**config.mk**
```make
export PLATFORM = sky130hd
export DESIGN_NAME = operand_stack_flat
export DESIGN_NICKNAME = d
export VERILOG_FILES = /design/src/rtl/operand_stack_if.sv /design/src/rtl/operand_stack.sv /design/src/flat_wrapper.sv
export SDC_FILE = /design/constraint.sdc
export NUM_CORES = 1
export LEC_CHECK = 0
export CORE_MARGIN = 3
export CORE_UTILIZATION = 55
export DETAILED_ROUTE_END_ITERATION = 7
export GPL_ROUTABILITY_DRIVEN = 0
export GPL_TIMING_DRIVEN = 0
export HOLD_SLACK_MARGIN = 0.08
export PLACE_DENSITY_LB_ADDON = 0.05
export SYNTH_ARGS = -nofsm -noshare
export SYNTH_HDL_FRONTEND = slang
export SYNTH_SLANG_ARGS = --single-unit
```
**constraint.sdc**
```tcl
create_clock -name clk -period 10.02 [get_ports clk]
set_input_delay 2.004 -clock clk [delete_from_list [all_inputs] [get_ports clk]]
set_output_delay 2.004 -clock clk [all_outputs]
set_load 0.02 [all_outputs]
```
**src/rtl/operand_stack_if.sv**
```systemverilog
// Operation/status bundle between the control unit (master) and the operand stack (slave).
// The control unit drives the op fields; the stack returns tos/nos, occupancy and the error flags.
interface operand_stack_if #(
  parameter int DATA_W = 8,
  parameter int CNT_W  = 5
);
  logic              op_valid;
  logic [2:0]        op;
  logic [DATA_W-1:0] din;
  logic [DATA_W-1:0] tos;
  logic [DATA_W-1:0] nos;
  logic [CNT_W-1:0]  count;
  logic              empty;
  logic              full;
  logic              ovf_err;
  logic              unf_err;

  modport master (
    output op_valid, op, din,
    input  tos, nos, count, empty, full, ovf_err, unf_err
  );

  modport slave (
    input  op_valid, op, din,
    output tos, nos, count, empty, full, ovf_err, unf_err
  );
endinterface

```
**src/rtl/operand_stack.sv**
```systemverilog
// LIFO operand stack: one op per cycle, combinational tos/nos, sticky overflow/underflow flags.
// Illegal ops leave the count and the array untouched and only raise their flag.
module operand_stack #(
  parameter int DATA_W = 8,
  parameter int DEPTH  = 16,
  parameter int CNT_W  = 5
) (
  input  logic              clk,
  input  logic              reset,
  operand_stack_if.slave    bus
);

  localparam int AW = (DEPTH > 1) ? $clog2(DEPTH) : 1;

  typedef enum logic [2:0] {
    OP_NOP     = 3'b000,
    OP_PUSH    = 3'b001,
    OP_POP     = 3'b010,
    OP_DUP     = 3'b011,
    OP_SWAP    = 3'b100,
    OP_REPL2   = 3'b101,
    OP_REPL1   = 3'b110,
    OP_CLR_ERR = 3'b111
  } op_e;

  logic [DATA_W-1:0] mem_q [DEPTH];
  logic [CNT_W-1:0]  count_q, count_d;
  logic              ovf_q, ovf_d;
  logic              unf_q, unf_d;

  logic [AW-1:0]     push_idx, top_idx, nos_idx;
  logic [DATA_W-1:0] tos_val, nos_val;
  logic              is_empty, is_full, lt2;

  // Up to two array writes per cycle: SWAP needs both, everything else uses port 0.
  logic              wr0_en, wr1_en;
  logic [AW-1:0]     wr0_idx, wr1_idx;
  logic [DATA_W-1:0] wr0_data, wr1_data;

  assign is_empty = (count_q == '0);
  assign is_full  = (count_q == CNT_W'(DEPTH));
  assign lt2      = (count_q < CNT_W'(2));

  assign push_idx = AW'(count_q);
  assign top_idx  = AW'(count_q - CNT_W'(1));
  assign nos_idx  = AW'(count_q - CNT_W'(2));

  assign tos_val  = is_empty ? '0 : mem_q[top_idx];
  assign nos_val  = lt2      ? '0 : mem_q[nos_idx];

  always_comb begin
    // NOTE: every signal gets a default before the case so no latch is inferred.
    count_d  = count_q;
    ovf_d    = ovf_q;
    unf_d    = unf_q;
    wr0_en   = 1'b0;
    wr0_idx  = push_idx;
    wr0_data = bus.din;
    wr1_en   = 1'b0;
    wr1_idx  = nos_idx;
    wr1_data = tos_val;

    if (bus.op_valid && !reset) begin
      case (op_e'(bus.op))
        OP_PUSH: begin
          if (is_full) ovf_d = 1'b1;
          else begin
            wr0_en  = 1'b1;
            count_d = count_q + CNT_W'(1);
          end
        end
        OP_POP: begin
          if (is_empty) unf_d = 1'b1;
          else count_d = count_q - CNT_W'(1);
        end
        OP_DUP: begin
          if (is_full) ovf_d = 1'b1;
          else if (is_empty) unf_d = 1'b1;
          else begin
            wr0_en   = 1'b1;
            wr0_data = tos_val;
            count_d  = count_q + CNT_W'(1);
          end
        end
        OP_SWAP: begin
          if (lt2) unf_d = 1'b1;
          else begin
            wr0_en   = 1'b1;
            wr0_idx  = top_idx;
            wr0_data = nos_val;
            wr1_en   = 1'b1;
          end
        end
        OP_REPL2: begin
          if (lt2) unf_d = 1'b1;
          else begin
            wr0_en  = 1'b1;
            wr0_idx = nos_idx;
            count_d = count_q - CNT_W'(1);
          end
        end
        OP_REPL1: begin
          if (is_empty) unf_d = 1'b1;
          else begin
            wr0_en  = 1'b1;
            wr0_idx = top_idx;
          end
        end
        OP_CLR_ERR: begin
          ovf_d = 1'b0;
          unf_d = 1'b0;
        end
        default: ;
      endcase
    end
  end

  // NOTE: sequential state uses non-blocking assignments so every register samples pre-edge values.
  always_ff @(posedge clk) begin
    if (reset) begin
      count_q <= '0;
      ovf_q   <= 1'b0;
      unf_q   <= 1'b0;
    end else begin
      count_q <= count_d;
      ovf_q   <= ovf_d;
      unf_q   <= unf_d;
    end
  end

  // NOTE: the array has no reset; entries above count are never observed, so clearing them is wasted logic.
  always_ff @(posedge clk) begin
    if (wr0_en) mem_q[wr0_idx] <= wr0_data;
    if (wr1_en) mem_q[wr1_idx] <= wr1_data;
  end

  assign bus.tos     = tos_val;
  assign bus.nos     = nos_val;
  assign bus.count   = count_q;
  assign bus.empty   = is_empty;
  assign bus.full    = is_full;
  assign bus.ovf_err = ovf_q;
  assign bus.unf_err = unf_q;

endmodule

```
**src/flat_wrapper.sv**
```systemverilog
// flat-port wrapper written by rule: the top's interface ports become plain ports
module operand_stack_flat 
#(
  parameter int DATA_W = 8,
  parameter int DEPTH  = 16,
  parameter int CNT_W  = 5
)
  (clk, reset, bus_op_valid, bus_op, bus_din, bus_tos, bus_nos, bus_count, bus_empty, bus_full, bus_ovf_err, bus_unf_err);
  operand_stack_if #(.DATA_W(DATA_W), .CNT_W(CNT_W)) bus_i ();
  input  logic clk;
  input  logic reset;
  input wire logic [$bits(bus_i.op_valid)-1:0] bus_op_valid;
  input wire logic [$bits(bus_i.op)-1:0] bus_op;
  input wire logic [$bits(bus_i.din)-1:0] bus_din;
  output wire logic [$bits(bus_i.tos)-1:0] bus_tos;
  output wire logic [$bits(bus_i.nos)-1:0] bus_nos;
  output wire logic [$bits(bus_i.count)-1:0] bus_count;
  output wire logic [$bits(bus_i.empty)-1:0] bus_empty;
  output wire logic [$bits(bus_i.full)-1:0] bus_full;
  output wire logic [$bits(bus_i.ovf_err)-1:0] bus_ovf_err;
  output wire logic [$bits(bus_i.unf_err)-1:0] bus_unf_err;
  assign bus_i.op_valid = bus_op_valid;
  assign bus_i.op = bus_op;
  assign bus_i.din = bus_din;
  assign bus_tos = bus_i.tos;
  assign bus_nos = bus_i.nos;
  assign bus_count = bus_i.count;
  assign bus_empty = bus_i.empty;
  assign bus_full = bus_i.full;
  assign bus_ovf_err = bus_i.ovf_err;
  assign bus_unf_err = bus_i.unf_err;
  operand_stack #(.DATA_W(DATA_W), .DEPTH(DEPTH), .CNT_W(CNT_W)) u_core (.clk(clk), .reset(reset), .bus(bus_i));
endmodule
```
# == After elaboration in Yosys (flattened, before gate mapping) ==
# Memory sizes are Yosys's and may differ from the RTL's.
# Index checks and enable logic that the tools add are counted.
# op_classes
muxes,36
n_addsub,3
reduce_logical,12
order_cmp,1
n_eq_ne,15
# ops
cell,n
$mux 8,6
$mux 5,5
$pmux 5 s4,1
$mux 4,4
$pmux 8 s2,1
$mux 1,15
$eq 3x3->1 const B,4
$pmux 4 s3,1
$ne 2x2->1 const B,5
$pmux 1 s4,2
$reduce_bool 4->1,2
$reduce_and 7->1,1
$eq 3x2->1 const B,2
$reduce_or 2->1,3
$add 5x1->5 const B,1
$eq 5x5->1 const B,1
$logic_not 5->1,1
$lt 5x2->1 const B,1
$sub 5x1->5 const B,1
$ne 2x1->1 const B,2
$reduce_and 4->1,1
$sub 4x2->4 const B,1
$eq 3x1->1 const B,1
$reduce_and 3->1,1
4 further kinds,4
# totals
mem_bits_rw,128
memories,1
word_cells,71
in_bits,14
regBits,7
# mem_list
memory,depth,word_bits,rd,rd_clocked_by_memory_dff,wr,line,rtl
u_core.mem_q,16,8,2,0,2,operand_stack.sv:26,logic [DATA_W-1:0] mem_q [DEPTH];

# == Longest topological paths before layout ==
# Gate-level depths: netlist (run 1).
# depth
depth_word,7
ltp_mapped,14

# == Worst setup path before layout (run 1) ==
# OpenSTA, ideal clock, no wires.
# synth_path
path_kind,flip-flop to output port
from,register u_core.count_q[0] (netlist: u_core.bus.count[0])
to,output port bus_tos[3]
t_arrival_ns,3.064
stages_incl_launch_ff,13
path_slack_ns,4.952
path_buffers,6
cell_sequence,dfxtp_1 -> buf_6 -> buf_8 -> buf_6 -> inv_1 -> ha_1 -> buf_2 -> clkbuf_1 -> mux4_2 -> mux2i_1 -> nor3_4 -> buf_2 -> or2_2
# synth_between
elab_chain_len,3
elab_cells_between_ends,4
classes_between,add/sub (1); mux (1); reduce/logical (1); memory (1)
# synth_lines
element,line,rtl
"start, declared",operand_stack.sv:27,"logic [CNT_W-1:0] count_q, count_d;"
"start signal, assigned",operand_stack.sv:125,count_q <= count_d;
$sub 5x1->5,operand_stack.sv:45,assign top_idx = AW'(count_q - CNT_W'(1));
$mem_v2 16x8,n/a,
$mux 8 (*),operand_stack.sv:48,assign tos_val = is_empty ? '0 : mem_q[top_idx];
"end, declared",flat_wrapper.sv:15,output wire logic [$bits(bus_i.tos)-1:0] bus_tos;
# Mark *: on every way between the ends. The rest lies on a longest branch, timed or not.

# == Worst setup path after layout (run 1) ==
# layout_path
from,register u_core.count_q[1] (netlist: u_core.bus.count[1])
to,output port bus_tos[3]
# Same word-level chain as after synthesis.

==> flow_summary.yaml, run 1 <==
outcome:
  status: "finished clean"
clock_network:
  postCtsSetupBuffers: 0
  cts_made_buffers: 17
  cts_root_buf: "clkbuf_16"
  clockBufferDepth: 2
  path_clk_slew_ns: 0.07
  clock_sinks: 135
  ctsHoldBuffers: 0
  cts_resized: 0
  clk_latency_ns: 0.43
  cts.htree.levels: 4
  cts_tree: "yes"
final_layout:
  final_cells: 1136
  seqCellArea_um2: 3980
  final_nets: 920
  nFillCells: 1318
  area_growth_pct: 14.5
  n_antenna_cell: 0
  fin_util_pct: 65.3
  multiInputGateArea_um2: 5470
  drive_above_1_share_pct: 27.7
drt:
  drt_iter0_markers: 1519
  remaining_drc_errors: 0
  wl_per_cell_um: 31.2
  finalWirelength_mm: 35.4
  ant_nets: 0
  dr.pass1.iters: 8
  vias: 8963
  viasPerCell: 7.89
floorplan:
  dieHeight_um: 141
  rows: 48
  start_util_pct: 57.0
  ios: 39
  die_area_um2: 19800
  design.core.area_um2: 17500
  die_w_um: 141
critical_path:
  crit_top_cell: "buf_2"
  end_kind: "primary output"
  critPathMaxStageDelay_ns: 0.69
  crit_fanout: 10
  cpMaxStageDelayCell: "buf_1"
  r2r_slack_ns: 5.08
  worstReg2RegStart: "u_core.bus.count[1]$_SDFFE_PP0P_"
  crit_chain: "buf_2 -> buf_2 -> inv_1 -> ha_1 -> buf_2 -> buf_1 -> mux4_2 -> mux2i_2 -> nor3_4 -> buf_2 -> or2_2 -> clkdlybuf4s50_1"
  critPathKind: "flip-flop to primary output"
  reg2reg_depth: 10
  required_ns: 8.02
  arrival_ns: 5.03
  reg2reg_to: "u_core.mem_q[6][2]$_DFFE_PP_"
  cp-start-kind: "flip-flop"
logic_synthesis:
  synth_cells: 828
  synth_ff_type: "edfxtp_1"
  async_flop_share_pct: 0
  synth_seq_cells: 135
  synth.yosys.seq_area_share_pct: 39.8
  syn-mean-instance-area_um2: 12.1
  netlist_area_um2: 10000
  yosysWarnings: 0
  synth-edff-count: 128
  synth_nets: 850
  ys_types: 71
global_route:
  grtUsageTotal_pct: 35.6
  grt_pass1_wl_mm: 52.2
  grt_remaining_overflow: 0
  grt_max_degree: 17
  grt_pass1_vias: 8475
  antenna_found_initial: 0
worst_hold_path:
  hold_class: "flip-flop to flip-flop"
  whs_endpoint: "u_core.bus.ovf_err$_SDFFE_PP0P_"
  whs_path_depth: 2
  hp-start: "u_core.bus.ovf_err$_SDFFE_PP0P_"
power:
  ir_worst_vdd_mv: 0.135
  power.leakage_uw: 0.00389
  finalPower_uw: 1580
  p_per_area_nw_per_um2: 138
timing:
  period_share_pct: 70.2
  fin_skew_ns: 0.0103
  max_freq_mhz: 142
  final_max_slew_viol_count: 0
  hold_viol: 0
  setup_tns_ns: 0
  period_needed_ns: 7.03
  tightest_slew_ns: 1.29
  max_slew_margin_pct: 13.5
  worst_slack_ns: 2.99
  rsz0062_at_grt: "no"
  setup_viol: 0
placement:
  place_ws_ns: 3.52
  placed_cells: 1104
  place_hpwl_mm: 26.2
  portBuffers: 37
flow_run:
  drv_cap: 0
## synth_stat cells (all sizes together), types with 3 or more instances
cell    number  share of area (%)
inv          8               0.30
and2        16                1.0
nand2       13               0.49
o21a         3               0.23
a31oi      131                8.2
mux4        64                 14
xnor2        7               0.88
o41ai        8               0.70
a21boi       3               0.34
o21ai       10               0.61
clkbuf      25               0.94
or2         14               0.88
and3b        3               0.26
a21oi       24                1.2
buf         79                5.1
nor3        32                3.0
nor3b        3               0.23
edfxtp     128                 38
ha           8                1.0
nor2        11               0.41
a211oi       8                1.4
mux2i       44                5.1
dfxtp        7                1.4
o31ai      120                9.0
nor2b        5               0.31
nand3       18               0.90
## cells in the final DEF, fill, tap and decap left out, types with 16 or more instances in the layout
cell type,netlist,final
a21oi_1,24,24
a31oi_1,131,131
nand3_1,18,18
clkdlybuf4s50_1,0,37
mux2i_1,36,36
buf_6,14,18
o31ai_1,120,112
clkbuf_16,0,17
buf_2,44,44
and2_1,16,16
clkbuf_1,25,26
mux4_2,64,64
edfxtp_1,128,128
buf_4,12,22
## flip-flops by register name, summed over array words and instances (netlist names)
| signal | count |
|---|---|
| u_core.bus.count | 5 |
| u_core.bus.ovf_err | 1 |
| u_core.bus.unf_err | 1 |
| u_core.mem_q | 128 |
## final cells by class
class                   instances  share of cell area [%]
plain buffers                 104                    5.30
clock buffers                  18                    3.75
clock inverters                14                    1.31
inverters                       9                   0.404
multi-input cells             580                    47.7
flip-flops and latches        135                    34.8
well taps                     225                    2.46
repair buffers                 51                    4.28
## logic make-up after synthesis
group,share of synthesized area [%]
XOR/XNOR,1.05
AND/OR/NAND/NOR,8.46
AO/OA/AOI/OAI,23.6
flip-flops,39.8
multiplexers,19.5
buffers and inverters,6.53
adder cells (fa/ha/maj),1.00
## per-layer routing
layer  vias up  GRT usage [%]  routed length (µm)
met1      4352           48.6               12600
met4         0           13.7                1500
met2       840           54.4               15900
li1       3629              -                   -
met5         -              0                   0
met3       142           10.1                5470
## worst max-delay path by stage
stage,depth (start not counted),endpoint,from,slack (ns)
after floorplan,12,bus_tos[3],u_core.bus.count[0]$_SDFFE_PP0P_,4.95
after global routing,12,bus_tos[4],u_core.bus.count[1]$_SDFFE_PP0P_,2.76
after CTS,12,bus_tos[4],u_core.bus.count[1]$_SDFFE_PP0P_,3.06
after global placement,8,u_core.mem_q[7][3]$_DFFE_PP_,reset,3.20
after detailed placement,12,bus_tos[4],u_core.bus.count[1]$_SDFFE_PP0P_,3.52
final,12,bus_tos[3],u_core.bus.count[1]$_SDFFE_PP0P_,2.99
## through the flow
step	area, µm²	hold slack [ns]
floorplan	10000	0.587
global placement	10700	0.524
detailed placement	10900	0.545
CTS	11400	0.556
global route	11500	0.599
finish	11500	0.556
## worst max-delay path, delay by kind of cell, from the launching register on
| kind | cells | cell delay (ns) |
|---|---|---|
| fa+ha+maj | 1 | 0.31 |
| mux | 2 | 0.83 |
| simple gates | 2 | 0.42 |
| flops | 1 | 0.43 |
| buf+inv | 7 | 2.60 |
## power by group
group | leakage, µW | switching [µW] | total (µW) | internal, µW
clock network | 0.000279 | 263 | 631 | 368
logic | 0.00239 | 198 | 322 | 124
registers | 0.00122 | 1.47 | 624 | 622
Note: power is estimated with default switching activity, not from simulation.
==> run 2: changes to the inputs <==
clock period = 6.1 ns   (was 10.02 ns; I/O delays follow)
==> run 2 against run 1 <==
  * Design area about the same
  * Total power increased by 64%
  * Count of clock-buffer cells in the layout unchanged
  * Critical path type unchanged
  * Critical endpoint is now bus_tos[7]
  * Largest cell class unchanged
==> flow_summary.yaml, run 2 (same netlist as run 1, synthesis figures left out) <==
outcome:
  status: "finished clean"
final_layout:
  final_nets: 920
  area_growth_pct: 14.5
  regMostFlops: "u_core.mem_q"
  largest_reg_flops: 128
  final_common_cell: "a31oi_1"
  n_antenna_cell: 0
  final_cells: 1136
  layout_common_cells: "a31oi_1 (131), edfxtp_1 (128), o31ai_1 (112), mux4_2 (64), buf_2 (45)"
  nFillCells: 1321
  drive_above_1_share_pct: 27.9
placement:
  place_hpwl_mm: 26.2
  placed_cells: 1104
  portBuffers: 37
floorplan:
  design.core.area_um2: 17500
  ios: 39
  rows: 48
  die_w_um: 141
  start_util_pct: 57.0
  die_area_um2: 19800
  dieHeight_um: 141
clock_network:
  cts_resized: 2
  clock_sinks: 135
  cts_made_buffers: 17
  path_clk_slew_ns: 0.07
  cts_root_buf: "clkbuf_16"
  clockBufferDepth: 2
  postCtsSetupBuffers: 0
  cts_tree: "yes"
  ctsHoldBuffers: 0
  cts.htree.levels: 4
  clk_latency_ns: 0.43
timing:
  setup_viol: 0
  setup_tns_ns: 0
  rsz0062_at_grt: "no"
  fin_skew_ns: 0.0115
  max_slew_margin_pct: 15.2
  period_share_pct: 97.8
  hold_viol: 0
  final_max_slew_viol_count: 0
  max_freq_mhz: 168
  tightest_slew_ns: 1.27
  period_needed_ns: 5.97
global_route:
  grt_pass1_wl_mm: 52.2
  grt_remaining_overflow: 0
  grt_max_degree: 17
  grt_pass1_vias: 8477
  grtUsageTotal_pct: 35.6
  antenna_found_initial: 0
critical_path:
  cp-start-kind: "flip-flop"
  crit_fanout: 10
  required_ns: 4.88
  end_kind: "primary output"
  critPathMaxStageDelay_ns: 0.60
  crit_chain: "buf_2 -> buf_2 -> inv_1 -> ha_1 -> clkbuf_1 -> or4b_4 -> buf_6 -> clkinv_8 -> buf_6 -> nor3_2 -> buf_2 -> or2_2 -> clkdlybuf4s50_1"
  crit_top_cell: "buf_2"
  arrival_ns: 4.75
  critPathKind: "flip-flop to primary output"
  cpMaxStageDelayCell: "clkdlybuf4s50_1"
power:
  swShare_pct: 29.2
  power.leakage_uw: 0.00390
  p_per_area_nw_per_um2: 226
  finalPower_uw: 2590
  internal_power_uw: 1830
  p_clk_share_pct: 40.0
  ir_worst_vdd_mv: 0.219
  switchingPower_uw: 756
  seqPwrFrac_pct: 39.6
  combPwrFrac_pct: 20.4
flow_run:
  drv_cap: 0
drt:
  viasPerCell: 7.76
  drt_iter0_markers: 1641
  finalWirelength_mm: 35.3
  wl_per_cell_um: 31.0
  dr.pass1.iters: 7
  ant_nets: 0
  remaining_drc_errors: 0
  vias: 8820
worst_hold_path:
  hold_class: "flip-flop to flip-flop"
[run 2: critical path: cells and delay by family (launching register included)]
family                     cells  cell delay (ns)
adders and majority gates      1             0.23
buffers and inverters          9             2.56
DFF                            1             0.43
and+or+nand+nor                3             1.05
[run 2: final cells by class]
cell class	instances	area [µm²]	share of cell area [%]
repair buffers	51	490	4.28
inverters	9	46.3	0.404
clock inverters	14	150	1.31
clock buffers	18	429	3.75
plain buffers	104	609	5.32
multi-input cells	580	5470	47.7
flip-flops and latches	135	3980	34.8
well taps	225	282	2.46
[run 2: metrics by stage]
step	hold slack (ns)	cell area (µm²)	utilization [%]	setup WS [ns]
finish	0.550	11500	65.3	0.132
floorplan	0.587	10000	-	1.82
detailed placement	0.545	10900	62.0	0.389
global placement	0.524	10700	60.8	0.0653
global route	0.599	11500	65.3	0.00194
CTS	0.556	11400	65.3	0.237
[run 2: power groups by stage]
stage	Combinational, µW	Sequential (µW)	Clock, µW
floorplan	360	1050	0
global placement	496	1040	0
detailed placement	511	1040	0
CTS	515	1020	1030
global route	555	1020	1070
finish	529	1020	1030
[run 2: final timing paths]
check	end	depth (start not counted)	slack, ns	startpoint
min	u_core.bus.ovf_err$_SDFFE_PP0P_	2	0.55	u_core.bus.ovf_err$_SDFFE_PP0P_
max	bus_tos[7]	13	0.13	u_core.bus.count[1]$_SDFFE_PP0P_
min reg2reg	u_core.bus.ovf_err$_SDFFE_PP0P_	2	0.55	u_core.bus.ovf_err$_SDFFE_PP0P_
max reg2reg	u_core.mem_q[6][2]$_DFFE_PP_	10	1.19	u_core.bus.count[1]$_SDFFE_PP0P_
[run 2: layer usage]
| metal | track usage [%] | wire, µm | vias up |
|---|---|---|---|
| met5 | 0 | 0 | - |
| met4 | 13.7 | 1510 | 0 |
| met3 | 10.3 | 4980 | 148 |
| met2 | 54.4 | 15800 | 807 |
| met1 | 48.5 | 13000 | 4238 |
| li1 | - | - | 3627 |
==> run 3: changes to the inputs <==
MAX_ROUTING_LAYER = met4   (was unset)
==> run 3 against run 2 <==
  * The run now ends with design-rule violations left
  * Count of clock-buffer cells in the layout unchanged
  * Die area unchanged
  * Total power about the same
  * Utilization unchanged
  * Routed wire length up 0.21%
  * Register-to-register slack better by 0.04 ns
  * Critical path depth unchanged
  * Via count up 0.27%
  * Clock power about the same
  * Critical endpoint unchanged
==> flow_summary.yaml, run 3 (same netlist as run 1, synthesis figures left out) <==
timing:
  final_max_slew_viol_count: 0
  tightest_slew_ns: 1.34
  rsz0062_at_grt: "no"
  period_share_pct: 97.9
  setup_tns_ns: 0
  max_freq_mhz: 167
  max_slew_margin_pct: 10.3
  hold_viol: 0
  period_needed_ns: 5.97
  worst_slack_ns: 0.126
  fin_skew_ns: 0.0103
  setup_viol: 0
critical_path:
  critPathMaxStageDelay_ns: 0.60
  crit_chain: "buf_2 -> buf_2 -> inv_1 -> ha_1 -> clkbuf_1 -> or4b_4 -> buf_6 -> clkinv_8 -> buf_6 -> nor3_2 -> buf_2 -> or2_2 -> clkdlybuf4s50_1"
  crit_top_cell: "buf_2"
  cp-start-kind: "flip-flop"
  cpMaxStageDelayCell: "clkdlybuf4s50_1"
  arrival_ns: 4.75
  crit_fanout: 10
  end_kind: "primary output"
  critPathKind: "flip-flop to primary output"
  required_ns: 4.88
placement:
  portBuffers: 37
  place_hpwl_mm: 26.2
  place_ws_ns: 0.389
drt:
  wl_per_cell_um: 31.1
  ant_nets: 0
  viasPerCell: 7.79
  drt_iter0_markers: 1696
  dr.pass1.iters: 8
  remaining_drc_errors: 10
  finalWirelength_mm: 35.3
  vias: 8844
clock_network:
  clockBufferDepth: 2
  cts_tree: "yes"
  cts.htree.levels: 4
  clock_sinks: 135
  cts_root_buf: "clkbuf_16"
  cts_made_buffers: 17
  clk_latency_ns: 0.43
  ctsHoldBuffers: 0
  path_clk_slew_ns: 0.07
power:
  power.leakage_uw: 0.00390
  p_per_area_nw_per_um2: 226
  ir_worst_vdd_mv: 0.222
global_route:
  grtUsageTotal_pct: 36.6
  grt_remaining_overflow: 0
  antenna_found_initial: 0
  grt_max_degree: 17
  grt_pass1_vias: 8505
  grt_pass1_wl_mm: 52.3
final_layout:
  final_nets: 920
  nFillCells: 1321
  area_growth_pct: 14.5
  n_antenna_cell: 0
  largest_reg_flops: 128
  final_common_cell: "a31oi_1"
  layout_common_cells: "a31oi_1 (131), edfxtp_1 (128), o31ai_1 (112), mux4_2 (64), buf_2 (45)"
  drive_above_1_share_pct: 27.9
  regMostFlops: "u_core.mem_q"
floorplan:
  die_area_um2: 19800
  dieHeight_um: 141
  start_util_pct: 57.0
  design.core.area_um2: 17500
  die_w_um: 141
  ios: 39
  rows: 48
outcome:
  violations: "design-rule violations"
  status: "finished, violations left"
worst_hold_path:
  hold_class: "flip-flop to flip-flop"
flow_run:
  drv_cap: 0
-- run 3: power by group --
part	internal [µW]	switching (µW)
clock	604	430
combinational	204	324
sequential	1020	2.38
total	1830	757
-- run 3: worst paths after layout --
kind | from | cells past startpoint | endpoint | slack, ns
setup / recovery | u_core.bus.count[1]$_SDFFE_PP0P_ | 13 | bus_tos[7] | 0.13
hold / removal | u_core.bus.ovf_err$_SDFFE_PP0P_ | 2 | u_core.bus.ovf_err$_SDFFE_PP0P_ | 0.55
setup reg to reg | u_core.bus.count[1]$_SDFFE_PP0P_ | 10 | u_core.mem_q[7][2]$_DFFE_PP_ | 1.23
hold reg to reg | u_core.bus.ovf_err$_SDFFE_PP0P_ | 2 | u_core.bus.ovf_err$_SDFFE_PP0P_ | 0.55
-- run 3: critical path, delay by kind of cell (launching register included) --
kind / cells / cell delay, ns
fa+ha+maj: 1 / 0.23
buf+inv: 9 / 2.59
flops: 1 / 0.43
simple gates: 3 / 1.05
-- run 3: timing repair --
action / 4_1_cts / 5_1_grt
setup endpoints to repair: 4 / 0
gates resized for setup: 2 / 0
setup buffers: 0 / 0
-- run 3: layout make-up --
class / instances / area (µm²) / area share (%)
inverter: 9 / 46.3 / 0.404
tap: 225 / 282 / 2.46
buffer: 104 / 609 / 5.32
multi-input combinational: 580 / 5470 / 47.7
sequential: 135 / 3980 / 34.8
clock inverter: 14 / 150 / 1.31
clock buffer: 18 / 429 / 3.75
timing repair buffer: 51 / 490 / 4.28
-- run 3: routing by layer --
metal	track usage, %	share of wire [%]	up-vias	wire length (µm)
met2	54.4	45	841	15800
met4	14.2	4.4	0	1570
li1	-	-	3629	-
met1	48.8	36	4217	12800
met5	-	0	-	0
met3	9.53	15	157	5230
-- run 3: metrics by stage --
stage                     cells  power, µW  cell area [µm²]  hold slack [ns]  utilization (%)
after CTS                  1136       2560            11400            0.556             65.3
after detailed placement   1104       1560            10900            0.545             62.0
after floorplan             828       1410            10000            0.587                -
final                      1136       2590            11500            0.550             65.3
after global routing       1136       2650            11500            0.599             65.3
after global placement     1090       1540            10700            0.524             60.8
